`src/rtl/vga_timing_pkg.sv`:
```
// Shared 640x480@60 timing constants and receiver FSM encoding, common to the
// VGA timing generator and the sync receiver.
package vga_timing_pkg;

    localparam int VGA_H_ACTIVE = 640;
    localparam int VGA_H_FP     = 16;
    localparam int VGA_H_SYNC   = 96;
    localparam int VGA_H_TOTAL  = 800;
    localparam int VGA_V_ACTIVE = 480;
    localparam int VGA_V_FP     = 10;
    localparam int VGA_V_SYNC   = 2;
    localparam int VGA_V_TOTAL  = 525;

    localparam bit VGA_SYNC_ACTIVE_LOW = 1'b1;
    localparam int VGA_LOCK_FRAMES     = 2;

    typedef enum logic [1:0] {
        SEARCH = 2'd0,
        VERIFY = 2'd1,
        LOCKED = 2'd2
    } rx_state_t;

endpackage

```
`src/rtl/sync_edge_detect.sv`:
```
// Registers one raw sync line, delays it once more and reports leading
// (to asserted) and trailing (to deasserted) edges in normalised polarity.
module sync_edge_detect
    import vga_timing_pkg::*;
#(
    parameter bit ACTIVE_LOW = VGA_SYNC_ACTIVE_LOW
) (
    input  logic clk,
    input  logic rst,
    input  logic sync_raw,
    output logic lead,
    output logic trail
);

    logic sync_q;
    logic sync_d;
    logic act_q;
    logic act_d;

    always_ff @(posedge clk or posedge rst) begin
        if (rst) begin
            sync_q <= ACTIVE_LOW;
            sync_d <= ACTIVE_LOW;
        end else begin
            sync_q <= sync_raw;
            sync_d <= sync_q;
        end
    end

    // Active-high view of both taps, whatever the line polarity.
    assign act_q = sync_q ^ ACTIVE_LOW;
    assign act_d = sync_d ^ ACTIVE_LOW;
    assign lead  = act_q & ~act_d;
    assign trail = ~act_q & act_d;

endmodule

```
`src/rtl/vga_sync_receiver.sv`:
```
// Locks to an HS/VS pair, rebuilds hcount/vcount/blank/frame_start and flags
// timing violations. Define SYNC_WIDTH_CHECK_EN to also check sync pulse widths.
module vga_sync_receiver
    import vga_timing_pkg::*;
#(
    parameter int H_ACTIVE        = VGA_H_ACTIVE,
    parameter int H_FP            = VGA_H_FP,
    parameter int H_SYNC          = VGA_H_SYNC,
    parameter int H_TOTAL         = VGA_H_TOTAL,
    parameter int V_ACTIVE        = VGA_V_ACTIVE,
    parameter int V_FP            = VGA_V_FP,
    parameter int V_SYNC          = VGA_V_SYNC,
    parameter int V_TOTAL         = VGA_V_TOTAL,
    parameter bit SYNC_ACTIVE_LOW = VGA_SYNC_ACTIVE_LOW,
    parameter int LOCK_FRAMES     = VGA_LOCK_FRAMES
) (
    input  logic        clk,
    input  logic        rst,
    input  logic        hs,
    input  logic        vs,
    output logic [10:0] hcount,
    output logic [10:0] vcount,
    output logic        blank,
    output logic        frame_start,
    output logic        locked,
    output logic        line_err,
    output logic        frame_err
);

    localparam logic [10:0] H_ALIGN  = 11'(H_ACTIVE + H_FP);
    localparam logic [10:0] V_ALIGN  = 11'(V_ACTIVE + V_FP);
    localparam logic [10:0] H_TRAIL  = 11'(H_ACTIVE + H_FP + H_SYNC);
    localparam logic [10:0] V_TRAIL  = 11'(V_ACTIVE + V_FP + V_SYNC);
    localparam logic [10:0] H_LAST   = 11'(H_TOTAL - 1);
    localparam logic [10:0] V_LAST   = 11'(V_TOTAL - 1);
    localparam logic [10:0] H_VIS    = 11'(H_ACTIVE);
    localparam logic [10:0] V_VIS    = 11'(V_ACTIVE);
    localparam logic [11:0] TO_LIMIT = 12'(2 * H_TOTAL - 1);
    localparam logic [3:0]  CLEAN_LAST = 4'(LOCK_FRAMES - 1);

`ifdef SYNC_WIDTH_CHECK_EN
    localparam bit WIDTH_CHECK = 1'b1;
`else
    localparam bit WIDTH_CHECK = 1'b0;
`endif

    rx_state_t   state;
    logic        hs_lead, hs_trail, vs_lead, vs_trail;
    logic [10:0] h_free, v_free, h_nxt, v_nxt;
    logic [11:0] to_cnt;
    logic [3:0]  clean_cnt;
    logic        dirty;
    logic        checking, line_err_c, frame_err_c, err_c, err_q;
    logic        timeout, promote, locked_nxt;

    sync_edge_detect #(.ACTIVE_LOW(SYNC_ACTIVE_LOW)) u_hs_edge (
        .clk      (clk),
        .rst      (rst),
        .sync_raw (hs),
        .lead     (hs_lead),
        .trail    (hs_trail)
    );

    sync_edge_detect #(.ACTIVE_LOW(SYNC_ACTIVE_LOW)) u_vs_edge (
        .clk      (clk),
        .rst      (rst),
        .sync_raw (vs),
        .lead     (vs_lead),
        .trail    (vs_trail)
    );

    // Free-running successor, i.e. where the counters would land without any sync edge.
    always_comb begin
        h_free = (hcount == H_LAST) ? 11'd0 : hcount + 11'd1;
        v_free = vcount;
        if (hcount == H_LAST) begin
            v_free = (vcount == V_LAST) ? 11'd0 : vcount + 11'd1;
        end
    end

    assign checking    = (state != SEARCH);
    assign line_err_c  = checking && ((hs_lead && h_free != H_ALIGN) ||
                                      (WIDTH_CHECK && hs_trail && h_free != H_TRAIL));
    assign frame_err_c = checking && ((vs_lead && v_free != V_ALIGN) ||
                                      (WIDTH_CHECK && vs_trail && v_free != V_TRAIL));
    assign err_c       = line_err_c | frame_err_c;
    assign err_q       = line_err | frame_err;
    assign timeout     = checking && !hs_lead && (to_cnt >= TO_LIMIT);
    assign promote     = (state == VERIFY) && vs_lead && !err_c && !dirty &&
                         (clean_cnt == CLEAN_LAST) && !timeout;
    assign locked_nxt  = ((state == LOCKED) && !err_q && !timeout) || promote;

    always_comb begin
        h_nxt = h_free;
        v_nxt = v_free;
        if (state == SEARCH) begin
            h_nxt = 11'd0;
            v_nxt = 11'd0;
            if (vs_lead) begin
                v_nxt = V_ALIGN;
                if (hs_lead) h_nxt = H_ALIGN;
            end
        end else if (timeout) begin
            h_nxt = 11'd0;
            v_nxt = 11'd0;
        end else begin
            if (hs_lead) h_nxt = H_ALIGN;
            if (vs_lead) v_nxt = V_ALIGN;
        end
    end

    always_ff @(posedge clk or posedge rst) begin
        if (rst) begin
            state       <= SEARCH;
            hcount      <= 11'd0;
            vcount      <= 11'd0;
            blank       <= 1'b1;
            frame_start <= 1'b0;
            locked      <= 1'b0;
            line_err    <= 1'b0;
            frame_err   <= 1'b0;
            to_cnt      <= 12'd0;
            clean_cnt   <= 4'd0;
            dirty       <= 1'b0;
        end else begin
            hcount      <= h_nxt;
            vcount      <= v_nxt;
            line_err    <= line_err_c;
            frame_err   <= frame_err_c;
            locked      <= locked_nxt;
            blank       <= !locked_nxt || (h_nxt >= H_VIS) || (v_nxt >= V_VIS);
            frame_start <= locked_nxt && (h_nxt == 11'd0) && (v_nxt == 11'd0);

            if (!checking || hs_lead) begin
                to_cnt <= 12'd0;
            end else if (to_cnt != 12'hFFF) begin
                to_cnt <= to_cnt + 12'd1;
            end

            // A frame is clean when no error landed between two VS leading edges;
            // an error coinciding with the VS edge belongs to the frame it closes.
            if (checking) begin
                if (vs_lead) begin
                    clean_cnt <= (err_c || dirty) ? 4'd0 : clean_cnt + 4'd1;
                    dirty     <= 1'b0;
                end else if (err_c) begin
                    clean_cnt <= 4'd0;
                    dirty     <= 1'b1;
                end
            end

            case (state)
                SEARCH: begin
                    if (vs_lead) begin
                        state     <= VERIFY;
                        clean_cnt <= 4'd0;
                        dirty     <= 1'b0;
                    end
                end
                VERIFY: begin
                    if (timeout)      state <= SEARCH;
                    else if (promote) state <= LOCKED;
                end
                LOCKED: begin
                    if (timeout) begin
                        state <= SEARCH;
                    end else if (err_q) begin
                        state     <= VERIFY;
                        clean_cnt <= 4'd0;
                    end
                end
                default: state <= SEARCH;
            endcase
        end
    end

endmodule

```
`config.mk`:
```
export PLATFORM = sky130hd
export DESIGN_NAME = vga_sync_receiver
export DESIGN_NICKNAME = d
export VERILOG_FILES = /design/src/rtl/vga_timing_pkg.sv /design/src/rtl/sync_edge_detect.sv /design/src/rtl/vga_sync_receiver.sv
export SDC_FILE = /design/constraint.sdc
export NUM_CORES = 1
export LEC_CHECK = 0
export ABC_AREA = 1
export CORE_AREA = 2 2 100 102
export CTS_CLUSTER_DIAMETER = 30
export CTS_CLUSTER_SIZE = 16
export DETAILED_ROUTE_END_ITERATION = 10
export DIE_AREA = 0 0 102 104
export RECOVER_POWER = 50
export SYNTH_ARGS = -nofsm -noshare
export SYNTH_HDL_FRONTEND = slang
export SYNTH_HIERARCHICAL = 1
export SYNTH_SLANG_ARGS = --single-unit
```
`constraint.sdc`:
```
create_clock -name clk -period 2.1 [get_ports clk]
set_input_delay 0.42 -clock clk [delete_from_list [all_inputs] [get_ports clk]]
set_output_delay 0.42 -clock clk [all_outputs]
set_load 0.03 [all_outputs]
```
==> results of run 1 <==
metrics by stage:
stage / instances / hold WS (ns) / utilization [%] / TNS [ns] / cell area, um^2
2_1_floorplan: 437 / 0.332 / - / -0.0783 / 3110
3_3_place_gp: 644 / 0.357 / 41.2 / -0.903 / 3930
5_1_grt: 680 / 0.377 / 48.3 / -2.17 / 4610
6_report: 680 / 0.370 / 48.3 / -0.475 / 4610
3_5_place_dp: 644 / 0.358 / 41.2 / -0.972 / 3930
4_1_cts: 671 / 0.373 / 46.0 / -0.160 / 4390
state kept, by name, indices dropped and copies added, names as in the netlist, 2 cells and up:
register / count
to_cnt: 12
state: 2
vcount: 11
hcount: 11
clean_cnt: 4
critical path, stage by stage (launching register included):
cell     delay (ns)
dfrtp_2        0.44
ha_4           0.17
nand2_4        0.09
inv_4          0.05
nand2_8        0.08
nor2_4         0.08
buf_6          0.13
nand2_2        0.06
nand2_2        0.07
nor2_1         0.11
nand2_1        0.08
nor2_2         0.09
nand3_2        0.11
nand2_4        0.10
buf_12         0.10
nand4_1        0.09
nand2_1        0.09
nand2_2        0.06
a21oi_2        0.13
power groups by stage:
stage	registers (W)	clock network, W	logic, W
3_3_place_gp	0.00141	0	0.00200
2_1_floorplan	0.00164	0	0.000969
4_1_cts	0.00139	0.000642	0.00225
3_5_place_dp	0.00141	0	0.00201
6_report	0.00141	0.000629	0.00242
5_1_grt	0.00145	0.000689	0.00267
metal layers:
layer | vias to the layer above | share of wire [%]
met2 | 75 | 50
met1 | 1492 | 45
li1 | 1602 | -
met3 | 10 | 4.0
met4 | 0 | 1.6
met5 | - | 0
layout make-up:
cell class | count | share of cell area (%)
sequential | 50 | 27.5
clock buffer | 7 | 2.09
timing repair buffer | 105 | 20.0
inverter | 71 | 5.89
multi-input combinational | 313 | 40.7
tap | 133 | 3.61
clock inverter | 1 | 0.190
worst max-delay path by stage:
stage | slack, ns | cells past startpoint | startpoint | endpoint
final | -0.1 | 18 | hcount[1]$_DFF_PP0_ | clean_cnt[1]$_DFF_PP0_
after global placement | -0.17 | 17 | hcount[0]$_DFF_PP0_ | frame_start$_DFF_PP0_
after detailed placement | -0.18 | 17 | hcount[0]$_DFF_PP0_ | frame_start$_DFF_PP0_
after CTS | -0.06 | 18 | hcount[0]$_DFF_PP0_ | frame_start$_DFF_PP0_
after floorplan | -0.03 | 18 | hcount[0]$_DFF_PP0_ | frame_start$_DFF_PP0_
after global routing | -0.24 | 19 | hcount[1]$_DFF_PP0_ | frame_start$_DFF_PP0_
cell usage in the layout (no fill, tap or decap), types with 2 or more instances in the layout:
cell type / instances
ha_1: 2
nor3_1: 6
a21oi_4: 4
dfrtp_2: 10
inv_1: 65
buf_12: 2
nand2_4: 9
nor2_2: 12
a21oi_1: 19
o21ai_0: 9
ha_4: 3
nor2_1: 68
o21bai_1: 4
dfrtp_1: 35
nand3_2: 7
o21ai_1: 2
dfstp_2: 4
buf_4: 62
nand2_1: 79
clkbuf_8: 7
nand2_2: 19
o21a_1: 2
nor2_4: 7
dlygate4sd3_1: 3
nand3_4: 3
inv_2: 3
nand4_1: 10
a21oi_2: 3
inv_4: 2
clkdlybuf4s50_1: 27
buf_6: 10
nand3_1: 23
nand3b_1: 3
timing repair:
action,CTS,global route
pin swaps,28,28
setup endpoints to repair,9,18
setup buffers,18,9
hold endpoints to repair,0,0
cloned,1,0
gates resized for setup,47,50
==> impl_metrics.py, run 1 <==
metrics = {
    "pwr": {
        "vdd.ir_drop.worst_mv": 0.309,
        "power.share.switching_pct": 42.5,
        "p_sw_w": 0.00190,
        "power_density_nw_per_um2": 968,
        "clockPowerShare_pct": 14.1,
        "pwr-share-seq_pct": 31.6,
        "total_power_w": 0.00447,
        "p_int_w": 0.00257,
        "p_leak_nw": 2.28,
        "share_comb_of_total_power_pct": 54.3,
    },
    "outcome": {
        "run_status": "finished with violations",
        "failed_checks": "negative setup slack",
    },
    "place": {
        "numPortBuffers": 30,
        "gp_congestion": 0.841,
        "detailedPlace.worstSlack_ns": -0.176,
        "place_hpwl_um": 5870,
    },
    "floorplanning": {
        "core_um2": 9550,
        "die_area_um2": 10600,
        "floorplan.io_pins": 31,
        "row_count": 36,
        "fp.dieH_um": 104,
        "initial_core_util_pct": 32.3,
        "chipWidth_um": 102,
    },
    "sta": {
        "timing.max_slew.rel_slack_pct": 23.4,
        "fmax_mhz": 455,
        "rsz0062_at_grt": "yes",
        "tightest_slew_ns": 1.15,
        "layout_worst_path_cycle_share_pct": 105,
        "drv_slew": 0,
        "finalClockSkew_ns": 0.00504,
        "postLayoutSetupSlackWorst_ns": -0.0964,
        "report.final.setup_viol": 10,
        "final-hold-violation-count": 0,
        "post-route-min-period_ns": 2.20,
    },
    "logic_synthesis": {
        "syn-num-nets": 447,
        "netlist_instances": 437,
        "synth_area_um2": 3080,
        "synth_area_per_cell_um2": 7.05,
        "yosysWarningCount": 6,
    },
    "grt": {
        "total_routing_usage_reported_by_global_routing_pct": 16.1,
        "pin_count_of_the_biggest_net_entering_global_routing": 47,
        "met1_usage_pct": 21.7,
        "via_count_of_the_first_global_routing_pass": 3032,
        "gr-usage-met3_pct": 2.49,
        "global_route.peak_usage_layer": "met2",
        "global_route_wire_length_before_repair_um": 13900,
        "congestion_overflow_gr": 0,
        "antenna_found_initial": 0,
        "groute.layer.met2.usage_pct": 26.2,
    },
    "cells_and_area": {
        "nFillCells": 931,
        "multi_input_comb_area_um2": 1880,
        "final_layout_size_suffix_gt1_share_pct": 32.7,
        "final_net_count": 556,
        "n_antenna_cell": 0,
        "flow.area_growth_from_synthesis_pct": 49.6,
        "final-seq-area_um2": 1270,
    },
    "detailed_routing": {
        "drt_pass1_iterations": 4,
        "drc": 0,
        "route.final.wire_length_um": 8520,
        "routedWlPerCell_um": 12.5,
        "drt_via_density": 4.68,
        "number_of_nets_still_failing_antenna_checks_after_routing": 0,
        "vias": 3179,
        "drc_violation_total_after_the_first_tritonroute_iteration": 129,
    },
    "hold_path": {
        "min_from": "u_vs_edge/sync_q$_DFF_PP1_",
        "min_path_cells": 0,
        "timing.hold.worst.class": "reg2reg",
        "min_delay_worst_endpoint": "u_vs_edge/sync_d$_DFF_PP1_",
    },
    "critical_path": {
        "worstReg2RegStart": "hcount[1]$_DFF_PP0_",
        "worstSetupPathType": "reg2reg",
        "crit_path_start_kind": "flop",
        "reg_to_reg_endpoint": "clean_cnt[1]$_DFF_PP0_",
        "worst_ep_arrival_time_ns": 2.44,
        "setup.worst_path.end_class": "flop",
        "highest_net_fanout_along_the_worst_path": 7,
        "worstRegToRegCells": 18,
        "required_ns": 2.34,
        "worst-r2r-setup-slack_ns": -0.1,
    },
    "cts": {
        "number_of_buffers_inserted_during_clock_tree_synthesis": 5,
        "cts.sinks": 50,
        "clock_latency_ns": 0.31,
        "clk_root_buffer_cell": "clkbuf_8",
        "cts.htree.levels": 2,
        "cts-root-to-sink-buffers": 2,
        "ctsHoldBuffers": 0,
        "cts.reportedPaths.clkPinSlew_ns": 0.09,
        "tritoncts": "built",
    },
    "job": {
        "max_cap_viol_count": 0,
    },
}
No activity file was read; power rests on OpenSTA's default activity.
==> inputs of run 2 (changes only) <==
Settings changed: CORE_AREA 2 2 100 102 to 2 2 119 87, DIE_AREA 0 0 102 104 to 0 0 121 89, MAX_ROUTING_LAYER from default to met4.
==> run 2 against run 1 <==
Against the previous run:
- the run still ends with negative setup slack left
- die area up 1.5%
- utilization down 1.9 points
- register-to-register slack worse by 0.02 ns
- non-clock buffer count down 5
- total power up 3.8%
- critical path depth down 1
- combinational power down 5%
- fmax down 0.94%
- count of clock-buffer cells in the layout unchanged
- design area down 4.5%
- first-iteration DRC count up 78%
- worst setup slack worse by 0.021 ns
- critical path type unchanged
==> impl_metrics.py, run 2 (synthesis gave the netlist of run 1 again) <==
metrics = {
    "outcome": {
        "failed_checks": "negative setup slack",
        "run_status": "finished with violations",
    },
    "critical_path": {
        "crit_path_start_kind": "flop",
        "highest_net_fanout_along_the_worst_path": 8,
        "critical-path-top-delay-family": "simple AND/OR/NAND/NOR gates",
        "worstRegToRegCells": 17,
        "worstPathBufferInverterCount": 3,
        "series_of_cell_instances_along_the_critical_path": "ha_4 > nand2_4 > inv_4 > nand2_4 > nor2_8 > buf_8 > buf_6 > a21oi_4 > nand3_2 > nor2_2 > nand3_2 > nand2_4 > nand2_4 > nor2_4 > nand2_4 > a21oi_2 > nand2_1",
        "required_ns": 2.32,
        "reg_to_reg_endpoint": "blank$_DFF_PP1_",
        "worstSetupPathType": "reg2reg",
        "critical_path.slowest_cell": "dfrtp_2",
        "startpoint": "hcount[0]$_DFF_PP0_",
        "worstReg2RegStart": "hcount[0]$_DFF_PP0_",
        "worst_path_most_repeated_cell": "nand2_4",
        "worst-r2r-setup-slack_ns": -0.12,
        "setup.worst_path.end_class": "flop",
        "worst_ep_arrival_time_ns": 2.43,
        "cp_slowest_stage_delay_ns": 0.43,
    },
    "sta": {
        "drv_slew": 0,
        "timing.max_slew.rel_slack_pct": 24.9,
        "finalClockSkew_ns": 0.00320,
        "final-hold-violation-count": 0,
        "postLayoutSetupSlackWorst_ns": -0.117,
        "report.final.setup_viol": 10,
        "rsz0062_at_grt": "yes",
        "layout_worst_path_cycle_share_pct": 106,
        "post-route-min-period_ns": 2.22,
        "tightest_slew_ns": 1.13,
        "fmax_mhz": 451,
    },
    "detailed_routing": {
        "drc": 0,
        "drt_pass1_iterations": 5,
        "drc_violation_total_after_the_first_tritonroute_iteration": 229,
        "drt_via_density": 4.59,
        "routedWlPerCell_um": 12.3,
        "vias": 3074,
        "route.final.wire_length_um": 8250,
        "number_of_nets_still_failing_antenna_checks_after_routing": 0,
    },
    "pwr": {
        "vdd.ir_drop.worst_mv": 0.448,
        "p_leak_nw": 2.26,
        "power_density_nw_per_um2": 1050,
    },
    "cells_and_area": {
        "registers.top_by_ff_count": "to_cnt",
        "final_net_count": 550,
        "flow.area_growth_from_synthesis_pct": 42.9,
        "utilization_pct": 46.4,
        "nFillCells": 961,
        "layout.cells.most_common_list": "nand2_1 (94), nor2_1 (73), inv_1 (67)",
        "layout_top_registers": "to_cnt (12), hcount (11), vcount (11)",
        "largest_register_ffs": 12,
        "n_antenna_cell": 0,
        "most_common_cell_after_layout_fill_and_taps_aside": "nand2_1",
        "final_layout_size_suffix_gt1_share_pct": 25.3,
    },
    "floorplanning": {
        "row_count": 30,
        "initial_core_util_pct": 32.5,
        "core_um2": 9500,
        "chipWidth_um": 121,
        "fp.dieH_um": 89,
        "floorplan.io_pins": 31,
        "die_area_um2": 10800,
    },
    "job": {
        "max_cap_viol_count": 0,
    },
    "grt": {
        "total_routing_usage_reported_by_global_routing_pct": 16.4,
        "via_count_of_the_first_global_routing_pass": 2962,
        "congestion_overflow_gr": 0,
        "pin_count_of_the_biggest_net_entering_global_routing": 47,
        "antenna_found_initial": 0,
        "global_route_wire_length_before_repair_um": 13800,
    },
    "cts": {
        "ctsHoldBuffers": 0,
        "cts-root-to-sink-buffers": 2,
        "clk_root_buffer_cell": "clkbuf_16",
        "cts.reportedPaths.clkPinSlew_ns": 0.06,
        "clock_latency_ns": 0.29,
        "cts.htree.levels": 2,
        "tritoncts": "built",
        "number_of_buffers_inserted_during_clock_tree_synthesis": 5,
        "cts.sinks": 50,
    },
    "place": {
        "gp_congestion": 0.889,
        "place_hpwl_um": 6070,
        "numPortBuffers": 30,
        "detailedPlace.worstSlack_ns": -0.187,
    },
    "hold_path": {
        "min_from": "u_vs_edge/sync_q$_DFF_PP1_",
        "timing.hold.worst.class": "reg2reg",
        "min_path_cells": 0,
        "min_delay_worst_endpoint": "u_vs_edge/sync_d$_DFF_PP1_",
    },
}
-- run 2: changes by cell type in the layout (fill, tap and decap cells not counted), moves of 5 or more --
cell and change:
nand2_1 +15, nand2_2 -12, buf_6 -7, clkbuf_8 -6
clkbuf_16 +5, nor2_1 +5
-- run 2: area by class of cell --
| class | instances | area (um^2) | area share [%] |
|---|---|---|---|
| inverter | 71 | 269 | 6.11 |
| multi-input combinational | 312 | 1690 | 38.3 |
| sequential | 50 | 1270 | 28.7 |
| tap | 128 | 160 | 3.64 |
| clock inverter | 1 | 30.0 | 0.682 |
| timing repair buffer | 100 | 851 | 19.3 |
| clock buffer | 7 | 143 | 3.24 |
-- run 2: routing by layer --
layer / vias to the layer above / share of wire [%] / global-route usage, %
li1: 1583 / - / -
met1: 1433 / 53 / 23.5
met2: 52 / 42 / 24.9
met3: 6 / 3.7 / 2.30
met4: 0 / 0.84 / 3.38
met5: - / 0 / -
-- run 2: metrics by stage --
step           hold WS [ns]  total power (W)  TNS, ns  instance area [um^2]  cells
5_1_grt               0.373          0.00496    -2.52                  4410    669
6_report              0.374          0.00464   -0.814                  4410    669
2_1_floorplan         0.332          0.00261  -0.0783                  3110    437
3_5_place_dp          0.362          0.00348    -1.10                  3960    645
3_3_place_gp          0.360          0.00346   -0.785                  3960    645
4_1_cts               0.371          0.00457   -0.718                  4310    665
-- run 2: worst max-delay path by stage --
stage,endpoint,slack [ns],cells after the start
after global routing,clean_cnt[1]$_DFF_PP0_,-0.28,17
final,blank$_DFF_PP1_,-0.12,17
after CTS,blank$_DFF_PP1_,-0.12,17
after global placement,frame_start$_DFF_PP0_,-0.16,17
after floorplan,frame_start$_DFF_PP0_,-0.03,18
after detailed placement,state[0]$_DFFE_PP0P_,-0.19,16
-- run 2: what timing repair did --
action	CTS	global route
buffers inserted	12	5
resized for setup	19	25
endpoints found under the setup margin	10	14
cloned	0	0
pin swaps	14	16
-- run 2: power by group --
part | leakage [nW] | switching (W) | internal [W]
clock network | 0.0841 | 0.000348 | 0.000596
registers | 0.621 | 0.000216 | 0.00118
logic | 1.55 | 0.00128 | 0.00102
total | 2.26 | 0.00185 | 0.00279
==> inputs of run 3 (changes only) <==
Settings changed: SLEW_MARGIN from default to 20.
==> results of run 3 <==
The final DEF is identical to that of run 2; final timing and power are the same.
